File: config.mk
export PLATFORM = sky130hd
export DESIGN_NAME = hour_scanner_flat
export DESIGN_NICKNAME = d
export VERILOG_FILES = /design/src/rtl/hour_scanner_pkg.sv /design/src/rtl/hour_scanner_if.sv /design/src/rtl/hour_scanner_tick_gen.sv /design/src/rtl/hour_scanner.sv /design/src/flat_wrapper.sv
export SDC_FILE = /design/constraint.sdc
export NUM_CORES = 1
export LEC_CHECK = 0
export ABC_AREA = 0
export BUFFER_PORTS_ARGS = -buffer_cell sky130_fd_sc_hd__buf_4
export CAP_MARGIN = 20
export CORE_ASPECT_RATIO = 0.5
export CORE_MARGIN = 2
export CORE_UTILIZATION = 29
export CTS_BUF_LIST = sky130_fd_sc_hd__clkbuf_8
export CTS_CLUSTER_SIZE = 20
export DETAILED_ROUTE_END_ITERATION = 8
export PLACE_DENSITY = 0.44
export SYNTH_ARGS = -nofsm -noshare
export SYNTH_HDL_FRONTEND = slang
export SYNTH_SLANG_ARGS = --single-unit
File: constraint.sdc
create_clock -name clk -period 2 [get_ports clk]
set_input_delay 0.4 -clock clk [delete_from_list [all_inputs] [get_ports clk]]
set_output_delay 0.4 -clock clk [all_outputs]
set_load 0.1 [all_outputs]
File: src/rtl/hour_scanner_pkg.sv
// hour_scanner_pkg: shared state type for the hour-address sequencer.
package hour_scanner_pkg;
    typedef enum logic [1:0] {S_IDLE, S_SCAN, S_DONE} state_t;
endpackage

File: src/rtl/hour_scanner_if.sv
// hour_scanner_if: control inputs and address/strobe outputs of the hour scanner.
interface hour_scanner_if #(parameter int NUM_HOURS = 8);
    localparam int ADDR_W = $clog2(NUM_HOURS);
    logic              en;
    logic              loop;
    logic              pause;
    logic [ADDR_W-1:0] addr;
    logic              addr_valid;
    logic              step;
    logic              wrap;
    logic              done;
    modport master (output en, loop, pause, input addr, addr_valid, step, wrap, done);
    modport slave  (input en, loop, pause, output addr, addr_valid, step, wrap, done);
endinterface

File: src/rtl/hour_scanner_tick_gen.sv
// tick_gen: prescaler emitting one tick per TICK_DIV non-held cycles.
module tick_gen #(
    parameter int TICK_DIV = 50_000_000
) (
    input  logic clk,
    input  logic reset,
    input  logic i_clear,
    input  logic i_hold,
    output logic o_tick
);
    localparam int CNT_W = TICK_DIV > 1 ? $clog2(TICK_DIV) : 1;
    localparam logic [CNT_W-1:0] PRE_LAST = CNT_W'(TICK_DIV > 1 ? TICK_DIV - 2 : 0);
    localparam logic ONE = TICK_DIV == 1;
    logic [CNT_W-1:0] r_cnt;
    logic             r_last;
    // r_last is the registered "count is terminal" flag, so no wide compare feeds o_tick
    always_ff @(posedge clk) begin
        if (reset || i_clear) begin
            r_cnt  <= '0;
            r_last <= ONE;
        end else if (!i_hold) begin
            r_cnt  <= r_last ? '0 : r_cnt + CNT_W'(1);
            r_last <= ONE || (!r_last && r_cnt == PRE_LAST);
        end
    end
    assign o_tick = r_last && !i_hold && !i_clear;
endmodule

File: src/rtl/hour_scanner.sv
// hour_scanner: steps a RAM read address through NUM_HOURS entries, one per TICK_DIV clocks.
module hour_scanner
    import hour_scanner_pkg::*;
#(
    parameter int NUM_HOURS = 8,
    parameter int TICK_DIV  = 50_000_000
) (
    input logic           clk,
    input logic           reset,
    hour_scanner_if.slave bus
);
    localparam int ADDR_W = $clog2(NUM_HOURS);
    localparam logic [ADDR_W-1:0] LAST = ADDR_W'(NUM_HOURS - 1);
    state_t            r_state, w_state;
    logic [ADDR_W-1:0] r_addr, w_addr;
    logic              r_valid, r_step, r_wrap, r_done;
    logic              w_step, w_wrap, w_done, w_tick;
    tick_gen #(.TICK_DIV(TICK_DIV)) u_tick (
        .clk     (clk),
        .reset   (reset),
        .i_clear (r_state != S_SCAN || !bus.en),
        .i_hold  (bus.pause),
        .o_tick  (w_tick)
    );
    always_comb begin
        w_state = r_state;
        w_addr  = r_addr;
        w_step  = 1'b0;
        w_wrap  = 1'b0;
        w_done  = 1'b0;
        if (!bus.en) begin
            w_state = S_IDLE;
            w_addr  = '0;
        end else begin
            case (r_state)
                S_IDLE: w_state = S_SCAN;
                S_SCAN: if (w_tick) begin
                    // explicit compare so non-power-of-two counts wrap correctly
                    if (r_addr != LAST) begin
                        w_addr = r_addr + ADDR_W'(1);
                        w_step = 1'b1;
                    end else if (bus.loop) begin
                        w_addr = '0;
                        w_step = 1'b1;
                        w_wrap = 1'b1;
                    end else begin
                        w_state = S_DONE;
                        w_done  = 1'b1;
                    end
                end
                default: w_state = r_state;
            endcase
        end
    end
    always_ff @(posedge clk) begin
        if (reset) begin
            r_state <= S_IDLE;
            r_addr  <= '0;
            r_valid <= 1'b0;
            r_step  <= 1'b0;
            r_wrap  <= 1'b0;
            r_done  <= 1'b0;
        end else begin
            r_state <= w_state;
            r_addr  <= w_addr;
            r_valid <= w_state != S_IDLE;
            r_step  <= w_step;
            r_wrap  <= w_wrap;
            r_done  <= w_done;
        end
    end
    assign bus.addr       = r_addr;
    assign bus.addr_valid = r_valid;
    assign bus.step       = r_step;
    assign bus.wrap       = r_wrap;
    assign bus.done       = r_done;
endmodule

File: src/flat_wrapper.sv
// flat-port wrapper written by rule: the top's interface ports become plain ports
module hour_scanner_flat import hour_scanner_pkg::*;
#(
    parameter int NUM_HOURS = 8,
    parameter int TICK_DIV  = 50_000_000
)
  (clk, reset, bus_en, bus_loop, bus_pause, bus_addr, bus_addr_valid, bus_step, bus_wrap, bus_done);
  hour_scanner_if #(.NUM_HOURS(NUM_HOURS)) bus_i ();
  input logic clk;
  input logic reset;
  input wire logic [$bits(bus_i.en)-1:0] bus_en;
  input wire logic [$bits(bus_i.loop)-1:0] bus_loop;
  input wire logic [$bits(bus_i.pause)-1:0] bus_pause;
  output wire logic [$bits(bus_i.addr)-1:0] bus_addr;
  output wire logic [$bits(bus_i.addr_valid)-1:0] bus_addr_valid;
  output wire logic [$bits(bus_i.step)-1:0] bus_step;
  output wire logic [$bits(bus_i.wrap)-1:0] bus_wrap;
  output wire logic [$bits(bus_i.done)-1:0] bus_done;
  assign bus_i.en = bus_en;
  assign bus_i.loop = bus_loop;
  assign bus_i.pause = bus_pause;
  assign bus_addr = bus_i.addr;
  assign bus_addr_valid = bus_i.addr_valid;
  assign bus_step = bus_i.step;
  assign bus_wrap = bus_i.wrap;
  assign bus_done = bus_i.done;
  hour_scanner #(.NUM_HOURS(NUM_HOURS), .TICK_DIV(TICK_DIV)) u_core (.clk(clk), .reset(reset), .bus(bus_i));
endmodule
==> results of run 1 <==
[worst register-to-register path, stage by stage, from the launching register on]
cell and delay [ps]:
dfxtp_1 420, nand4_4 140, or4_4 600, or4_1 520, a21oi_1 140
[stage by stage]
step           utilization [%]  area [um^2]  total power [mW]
6_report                  37.9         2090              1.40
3_5_place_dp              35.7         1970             0.774
5_1_grt                   37.9         2090              1.46
4_1_cts                   37.8         2080              1.42
3_3_place_gp              35.7         1970             0.773
2_1_floorplan                -         1690             0.759
[power by group]
group          total (mW)  switching (mW)  internal, mW
combinational      0.0365          0.0233        0.0132
sequential          0.720         0.00113         0.719
clock               0.642           0.273         0.369
[what timing repair did]
action | 4_1_cts | 5_1_grt
pin swaps | 0 | 0
setup endpoints to repair | 1 | 4
gates resized for setup | 1 | 2
[final timing paths]
kind                                 from                       to  slack [ps]  depth (start not counted)
setup / recovery  u_core.u_tick.r_cnt[10]  u_core.u_tick.r_cnt[25]         120                          4
hold / removal                   bus_loop          u_core.bus.wrap         350                          3
setup reg to reg  u_core.u_tick.r_cnt[10]  u_core.u_tick.r_cnt[25]         120                          4
hold reg to reg         u_core.r_state[1]        u_core.r_state[1]         470                          2
[flip-flops by register name, summed over array words and instances, names as in the netlist]
register / cells
u_core.bus.done: 1
u_core.u_tick.r_cnt: 26
u_core.bus.wrap: 1
u_core.r_state: 2
u_core.u_tick.r_last: 1
u_core.bus.addr_valid: 1
u_core.bus.step: 1
u_core.bus.addr: 3
[layer usage]
metal	wire length [um]	vias up	part of all wire, %	GRT usage (%)
li1	-	759	-	-
met1	2010	706	52	17.0
met2	1690	21	43	22.6
met3	157	4	4.0	3.97
met4	24	0	0.62	3.70
met5	0	-	0	0
[logic make-up after synthesis]
family / Yosys count
AOI/OAI and AO/OA: 34
adders and majority gates: 4
and+or+nand+nor: 94
muxes: 1
xor gates and xnor gates: 11
buffers and inverters: 13
DFF: 36
[layout make-up]
class	count	area, um^2	area share (%)
Multi-Input combinational cell	144	910	43.6
Sequential cell	36	728	34.9
Clock inverter	3	42.5	2.04
Inverter	6	22.5	1.08
Timing Repair Buffer	30	225	10.8
Tap cell	73	91.3	4.37
Clock buffer	5	68.8	3.30
[cells in the mapped netlist, drive strengths merged]
library cell   n
xor2           2
nor2b          4
or2            1
and3           1
or3            7
or4            9
and3b          1
a32oi          1
ha             4
nor4           5
nand2b         1
dfxtp         36
xnor2          9
mux2i          1
clkbuf         5
o21a           1
nand3          8
nand4b         3
inv            6
buf            2
and4           2
nand3b         2
a21oi         18
a21bo          1
nor2          19
o21ai          7
nand4          7
nand2         14
and4b          1
nor3           8
nor4b          1
o31ai          6
==> qor.txt, run 1 <==
Crit Path Class = reg -> reg
largest cells by area after synthesis = dfxtp_1, a21oi_1, xnor2_1
share of the synthesized area in the top cell type = 43.1%
Post-Syn Nets = 202
CP max FO = 6
Worst Max-Slew Pin Slew = 496 ps
RSZ-0062 raised after global routing = false
drt initial violations = 46
Max Clk Rate = 0.532 GHz
CTS sink cnt = 36
number of buffers created by CTS = 5
die area = 6420 um^2
final setup fails = 0
Detailed Place HPWL = 2880 um
CP top delay family = simple AND/OR/NAND/NOR gates
Worst EP required = 2220 ps
DR vias/cell = 5.02
vias post-DR = 1490
Crit path largest cell delay = 600 ps
Critical Path AT = 2100 ps
Worst VDD drop = 0.267 mV
Synth cell types = 35
Worst-Skew Late Latency = 290 ps
pre-CTS setup slack = 20.6 ps
# Post-CTS Setup Buffers = 0
Synth Area in XOR/XNOR = 5.76%
Slew HR = 66.9%
mux cell area share after synthesis = 0.599%
Clock transition at path regs = 80 ps
grt total ovfl = 0
slowest cell on the critical path = or4_4
Antenna Nets Post-Route = 0
Starting Density = 30.3%
first-pass GRT wire length = 6810 um
routability cong. = 0.745
most frequent cells in the layout = buf_4, dfxtp_1, nor2_1
post-synthesis simple-gate area fraction = 32.7%
setup TNS = 0 ps
clk buf depth = 2
Hold Vio Cnt, Final = 0
H-tree levels = 2
WL final = 3880 um
initial antenna violation count = 0
diode count = 0
status = finished, final reports clean
CP cell instances = nand4_4, or4_4, or4_1, a21oi_1
Buffers on Ports = 11
P&R area growth vs syn = 24.9%
drt pass-1 iters = 4
WL/cell = 13.1 um
Fin Clk Skew = 8.08 ps
Clock Tree Root = clkbuf_8
Final Max Slew Viols = 0
MaxCap Viol Count = 0
largest net degree at the start of global routing = 25
DRC errors left = 0
Mapped Cells = 193
Mapped Area = 1670 um^2
vias in the first global route = 1475
critical path startpoint category = flop
Non-Filler Instances = 297
final period utilization = 94.0%
cts hold-fix bufs = 0
cell taking the most area after synthesis = dfxtp_1
CTS tree = built
yosys synthesis warning count = 0
layout cells sized above 1 = 23.2%
main combinational cell family by area after synthesis = simple AND/OR/NAND/NOR gates
crit path time final = 1880 ps
post-synthesis sequential area ratio = 43.1%
WP buf/inv = 0
FILL cells = 594
PD cells = 670 nW/um^2
Leakage = 0.692 nW
Post-layout nets = 232
I/O pins = 12
Yosys reg bits = 36
hold_ws = 347 ps
setup slack after layout = 119 ps
Crit. End Element = flop
gr usage total = 13.3%
core area = 5520 um^2
Min-Delay Path Class = in -> reg
adder-cell area share of the yosys netlist = 2.99%
dpl cells = 289
die height = 57.7 um
Chip Width = 111 um
# rows = 19
syn avg cell area = 8.66 um^2
Synth Area in Compound Gates = 11.8%
Power figures use the tool's default switching activity.
==> inputs of run 2 (changes only) <==
--- a/config.mk
+++ b/config.mk
@@ -6,7 +6,6 @@
 export NUM_CORES = 1
 export LEC_CHECK = 0
 export ABC_AREA = 0
-export BUFFER_PORTS_ARGS = -buffer_cell sky130_fd_sc_hd__buf_4
 export CAP_MARGIN = 20
 export CORE_ASPECT_RATIO = 0.5
 export CORE_MARGIN = 2
@@ -14,7 +13,8 @@
 export CTS_BUF_LIST = sky130_fd_sc_hd__clkbuf_8
 export CTS_CLUSTER_SIZE = 20
 export DETAILED_ROUTE_END_ITERATION = 8
-export PLACE_DENSITY = 0.44
+export DONT_BUFFER_PORTS = 1
+export PLACE_DENSITY = 0.42
 export SYNTH_ARGS = -nofsm -noshare
 export SYNTH_HDL_FRONTEND = slang
 export SYNTH_SLANG_ARGS = --single-unit
==> run 2 against run 1 <==
  * Fmax fell by 0.81%
  * Sequential power barely moved
  * Sequential cell count unchanged
  * Die area is the same
  * Sequential share of layout area increased by 0.93 points
  * Setup slack worse by 15 ps
  * Register-to-register slack got worse by 20 ps
  * Clock power shrank 13%
  * Clock skew is 6.1 ps lower
  * Final cell count shrank 2.4%
  * First-iteration DRC count rose by 26%
  * Global-route usage grew 0.51 points
  * Largest cell class unchanged
  * Largest power group unchanged
==> qor.txt, run 2 (same netlist as run 1, synthesis figures left out) <==
Max Clk Rate = 0.527 GHz (was 0.532 GHz)
final period utilization = 94.8% (was 94.0%)
Final Max Slew Viols = 0 (unchanged)
clock share of power = 42.8% (was 45.9%)
Buffers on Ports = 0 (was 11)
H-tree levels = 2 (unchanged)
Worst EP required = 2210 ps (was 2220 ps)
initial antenna violation count = 0 (unchanged)
die height = 57.7 um (unchanged)
first-pass GRT wire length = 7000 um (was 6810 um)
RSZ-0062 raised after global routing = false (unchanged)
Post-layout nets = 226 (was 232)
Critical Path AT = 2110 ps (was 2100 ps)
Antenna Nets Post-Route = 0 (unchanged)
gr usage total = 13.9% (was 13.3%)
CTS sink cnt = 36 (unchanged)
PD cells = 643 nW/um^2 (was 670 nW/um^2)
WL final = 3940 um (was 3880 um)
Switch Pwr = 0.272 mW (was 0.298 mW)
CP max FO = 8 (was 6)
Fin Clk Skew = 1.95 ps (was 8.08 ps)
# rows = 19 (unchanged)
worst flop-to-flop path startpoint = u_core.u_tick.r_cnt[10] (unchanged)
most frequent cells in the layout = dfxtp_1, buf_4, nor2_1 (was buf_4, dfxtp_1, nor2_1)
largest net degree at the start of global routing = 25 (unchanged)
Chip Width = 111 um (unchanged)
vias post-DR = 1479 (was 1490)
status = finished, final reports clean (unchanged)
Reg with most FFs = u_core.u_tick.r_cnt (unchanged)
P&R area growth vs syn = 21.5% (was 24.9%)
Crit. End Element = flop (unchanged)
Worst VDD drop = 0.347 mV (was 0.267 mV)
fraction of power spent switching nets = 20.8% (was 21.3%)
combinational power share = 2.0% (was 2.6%)
Worst-Skew Late Latency = 280 ps (was 290 ps)
die area = 6420 um^2 (unchanged)
Detailed Place HPWL = 2890 um (was 2880 um)
grt total ovfl = 0 (unchanged)
number of buffers created by CTS = 5 (unchanged)
layout cells sized above 1 = 20.7% (was 23.2%)
critical path startpoint category = flop (unchanged)
diode count = 0 (unchanged)
Crit Path Class = reg -> reg (unchanged)
clk buf depth = 2 (unchanged)
Multi-input gate area = 913 um^2 (was 910 um^2)
DRC errors left = 0 (unchanged)
routability cong. = 0.739 (was 0.745)
CTS tree = built (unchanged)
vias in the first global route = 1440 (was 1475)
Clock transition at path regs = 70 ps (was 80 ps)
I/O pins = 12 (unchanged)
drt pass-1 iters = 4 (unchanged)
Leakage = 0.664 nW (was 0.692 nW)
crit path time final = 1900 ps (was 1880 ps)
WL/cell = 13.6 um (was 13.1 um)
Slew HR = 66.2% (was 66.9%)
post-layout util = 36.8% (was 37.9%)
Hold Crit Start = bus_loop (unchanged)
setup TNS = 0 ps (unchanged)
Hold Vio Cnt, Final = 0 (unchanged)
MaxCap Viol Count = 0 (unchanged)
final setup fails = 0 (unchanged)
core area = 5520 um^2 (unchanged)
Starting Density = 30.3% (unchanged)
drt initial violations = 58 (was 46)
Worst Max-Slew Pin Slew = 507 ps (was 496 ps)
cell-internal power = 1.03 mW (was 1.10 mW)
storage element area = 727 um^2 (was 728 um^2)
DR vias/cell = 5.10 (was 5.02)
Critical Path Source = u_core.u_tick.r_cnt[10] (unchanged)
Seq pwr share = 55.1% (was 51.5%)
max reg flops = 26 (unchanged)
FILL cells = 590 (was 594)
Min-Delay Path Class = in -> reg (unchanged)
commonest non-fill, non-tap cell in the layout = dfxtp_1
Clock Tree Root = clkbuf_8 (unchanged)
run 2: cell types whose count changed in the layout (fill, tap and decap cells not counted), sizes merged:
cell      change
bufinv        -1
buf           -6
clkinvlp      -1
clkinv        -1
clkbuf        +2
run 2: layer usage:
layer	routed length, um	vias up	global-route usage, %
met5	0	-	0
met4	22	0	4.23
met3	181	2	4.39
met2	1740	22	23.0
met1	2000	706	17.7
li1	-	749	-
run 2: repair_timing:
item,4_1_cts,5_1_grt
hold buffers,0,0
setup endpoints to repair,0,8
setup buffers,0,0
resized for setup,0,3
hold endpoints to repair,0,0
run 2: worst paths after layout:
| path | to | slack, ps | cells past startpoint |
|---|---|---|---|
| min | u_core.bus.wrap | 230 | 2 |
| max reg2reg | u_core.u_tick.r_cnt[25] | 100 | 4 |
| max | u_core.u_tick.r_cnt[25] | 100 | 4 |
| min reg2reg | u_core.r_state[1] | 470 | 2 |
run 2: layout make-up:
type,instances,area share [%]
Clock buffer,7,4.74
Inverter,6,1.11
Multi-Input combinational cell,144,45.0
Sequential cell,36,35.8
Tap cell,73,4.50
Timing Repair Buffer,24,8.87
run 2: worst max-delay path, stage by stage, from the launching register on:
cell	delay, ps
dfxtp_1	420
nand4_4	130
or4_4	600
or4_1	520
a21oi_1	150
run 2: power by group through the flow:
stage | clock [mW] | sequential [mW] | combinational, mW
after floorplan | 0 | 0.744 | 0.0147
after global placement | 0 | 0.736 | 0.0266
after detailed placement | 0 | 0.736 | 0.0269
after CTS | 0.584 | 0.719 | 0.0270
after global routing | 0.627 | 0.719 | 0.0292
final | 0.559 | 0.720 | 0.0267
run 2: through the flow:
step                      std cells  worst slack, ps  power [mW]  instance area (um^2)  hold WS [ps]
after floorplan                 193             84.4       0.759                  1690           441
after detailed placement        283             26.0       0.763                  1920           463
final                           290              104        1.31                  2030           235
after global routing            290             2.64        1.38                  2030           225
after CTS                       290             12.2        1.33                  2020           227
after global placement          283             60.3       0.763                  1920           450
==> inputs of run 3 (changes only) <==
--- a/config.mk
+++ b/config.mk
@@ -7,7 +7,6 @@
 export LEC_CHECK = 0
 export ABC_AREA = 0
 export CAP_MARGIN = 20
-export CORE_ASPECT_RATIO = 0.5
 export CORE_MARGIN = 2
 export CORE_UTILIZATION = 29
 export CTS_BUF_LIST = sky130_fd_sc_hd__clkbuf_8
@@ -15,6 +14,7 @@
 export DETAILED_ROUTE_END_ITERATION = 8
 export DONT_BUFFER_PORTS = 1
 export PLACE_DENSITY = 0.42
+export SKIP_LAST_GASP = 1
 export SYNTH_ARGS = -nofsm -noshare
 export SYNTH_HDL_FRONTEND = slang
 export SYNTH_SLANG_ARGS = --single-unit
==> run 3 against run 2 <==
  * Register-to-register slack better by 20 ps
  * Clock power is 26% higher
  * Critical path depth is 2 higher
  * Routed wire length is 0.13% higher
  * Utilization is 0.060 points higher
  * Sequential share of layout area is 0.097 points lower
  * Clock skew is 4.3 ps higher
  * Die area is 0.58% lower
  * Critical path type unchanged
  * Largest power group unchanged
==> qor.txt, run 3 (same netlist as run 1, synthesis figures left out) <==
MaxCap Viol Count = 0 (unchanged)
hold_ws = 225 ps (was 235 ps)
cell-internal power = 1.17 mW (was 1.03 mW)
WL/cell = 13.7 um (was 13.6 um)
Post-Place Cell Area = 1910 um^2 (was 1920 um^2)
core area = 5540 um^2 (was 5520 um^2)
grt total ovfl = 0 (unchanged)
gr usage total = 13.6% (was 13.9%)
Antenna Nets Post-Route = 0 (unchanged)
initial antenna violation count = 0 (unchanged)
dpl cells = 280 (was 283)
Max Clk Rate = 0.533 GHz (was 0.527 GHz)
Post-layout nets = 224 (was 226)
Fin Clk Skew = 6.23 ps (was 1.95 ps)
Seq pwr share = 49.6% (was 55.1%)
Leakage = 0.665 nW (was 0.664 nW)
CTS sink cnt = 36 (unchanged)
crit path time final = 1880 ps (was 1900 ps)
highest routed layer = met4 (unchanged)
WL met3 = 93 um (was 181 um)
Crit Path Class = reg -> reg (unchanged)
WHS Path Cells = 2 (unchanged)
Worst EP required = 2220 ps (was 2210 ps)
wire length on met2 = 1740 um (about the same)
PD cells = 710 nW/um^2 (was 643 nW/um^2)
Starting Density = 30.2% (was 30.3%)
# rows = 27 (was 19)
max reg flops = 26 (unchanged)
Reg2Reg Depth = 6 (was 4)
Reg with most FFs = u_core.u_tick.r_cnt (unchanged)
commonest non-fill, non-tap cell in the layout = dfxtp_1 (unchanged)
setup slack after layout = 123 ps (was 104 ps)
Clock Tree Root = clkbuf_8 (unchanged)
Multi-input gate area = 910 um^2 (was 913 um^2)
storage element area = 729 um^2 (was 727 um^2)
PnR Total Power = 1.45 mW (was 1.31 mW)
most frequent cells in the layout = dfxtp_1, buf_4, nor2_1 (unchanged)
Hold Vio Cnt, Final = 0 (unchanged)
Hold Crit Start = bus_loop (unchanged)
diode count = 0 (unchanged)
clk buf depth = 2 (unchanged)
WL final = 3950 um (was 3940 um)
Non-Filler Instances = 288 (was 290)
CTS tree = built (unchanged)
combinational power share = 1.8% (was 2.0%)
die area = 6390 um^2 (was 6420 um^2)
CP cell instances = ha_2, nand3b_1, or4_1, buf_4, or3_1, a21oi_1 (was nand4_4, or4_4, or4_1, a21oi_1)
FILL cells = 601 (was 590)
vias post-DR = 1440 (was 1479)
H-tree levels = 2 (unchanged)
pre-CTS setup slack = 17.7 ps (was 26.0 ps)
WL met1 = 2050 um (was 2000 um)
Worst-Skew Late Latency = 290 ps (was 280 ps)
fraction of power spent switching nets = 19.6% (was 20.8%)
final period utilization = 93.9% (was 94.8%)
Clock transition at path regs = 80 ps (was 70 ps)
post-layout util = 36.9% (was 36.8%)
r2r setup slk = 120 ps (was 100 ps)
I/O pins = 12 (unchanged)
DRC errors left = 0 (unchanged)
die height = 79.9 um (was 57.7 um)
Switch Pwr = 0.284 mW (was 0.272 mW)
worst flop-to-flop path startpoint = u_core.u_tick.r_cnt[1] (was u_core.u_tick.r_cnt[10])
slowest cell on the critical path = or4_1 (was or4_4)
vias in the first global route = 1394 (was 1440)
Slew HR = 68.8% (was 66.2%)
Critical Path Source = u_core.u_tick.r_cnt[1] (was u_core.u_tick.r_cnt[10])
final setup fails = 0 (unchanged)
layout cells sized above 1 = 20.8% (was 20.7%)
status = finished, final reports clean (unchanged)
Crit path largest cell delay = 470 ps (was 600 ps)
setup TNS = 0 ps (unchanged)
Buffers on Ports = 0 (unchanged)
Worst Max-Slew Pin Slew = 468 ps (was 507 ps)
Detailed Place HPWL = 3000 um (was 2890 um)
Chip Width = 79.9 um (was 111 um)
DR vias/cell = 5.00 (was 5.10)
Final Max Slew Viols = 0 (unchanged)
largest net degree at the start of global routing = 25 (unchanged)
Worst VDD drop = 0.417 mV (was 0.347 mV)
number of buffers created by CTS = 5 (unchanged)
Min-Delay Path Class = in -> reg (unchanged)
P&R area growth vs syn = 22.2% (was 21.5%)
Critical Path AT = 2100 ps (was 2110 ps)
first-pass GRT wire length = 6660 um (was 7000 um)
routability cong. = 0.838 (was 0.739)
critical path startpoint category = flop (unchanged)
drt initial violations = 94 (was 58)
drt pass-1 iters = 4 (unchanged)
Design Area, Final = 2040 um^2 (was 2030 um^2)
Crit. End Element = flop (unchanged)
CP max FO = 5 (was 8)
clock share of power = 48.6% (was 42.8%)
RSZ-0062 raised after global routing = false (unchanged)
## run 3: cell types whose count changed in the layout (fill, tap and decap cells not counted)
cell / before / now
buf_4: 24 / 22
dfxtp_1: 31 / 29
dfxtp_2: 5 / 7
bufinv_16: 0 / 1
or4_1: 6 / 7
or4_4: 3 / 2
## run 3: layout make-up
| cell class | instances | area share (%) |
|---|---|---|
| inverters | 6 | 1.10 |
| repair buffers | 22 | 8.08 |
| multi-input cells | 144 | 44.5 |
| flip-flops and latches | 36 | 35.7 |
| well taps | 72 | 4.41 |
| clock buffers | 7 | 4.72 |
| clock inverters | 1 | 1.47 |
## run 3: worst paths after layout
check                                  to
setup / recovery  u_core.u_tick.r_cnt[16]
hold / removal            u_core.bus.wrap
setup reg to reg  u_core.u_tick.r_cnt[16]
hold reg to reg         u_core.r_state[1]
## run 3: repair_timing
action	in CTS	in global routing
hold buffers	0	0
endpoints found under the setup margin	0	5
gates resized for setup	0	4
buffers inserted	0	0
## run 3: critical path: cells and delay by family, from the launching register on
family / cells / cell delay (ps)
buffers and inverters: 1 / 190
adder cells (fa/ha/maj): 1 / 200
AO/OA/AOI/OAI: 1 / 140
AND/OR/NAND/NOR: 3 / 920
flip-flops: 1 / 370
## run 3: power groups by stage
stage	logic, mW	registers, mW	clock network [mW]
floorplan	0.0147	0.744	0
global placement	0.0262	0.736	0
detailed placement	0.0264	0.736	0
CTS	0.0266	0.719	0.719
global route	0.0283	0.719	0.763
finish	0.0263	0.720	0.704
## run 3: metal layers
layer,track usage [%],up-vias
met2,20.9,16
met5,0,-
met3,2.83,7
met1,18.2,677
met4,5.93,0
li1,-,740
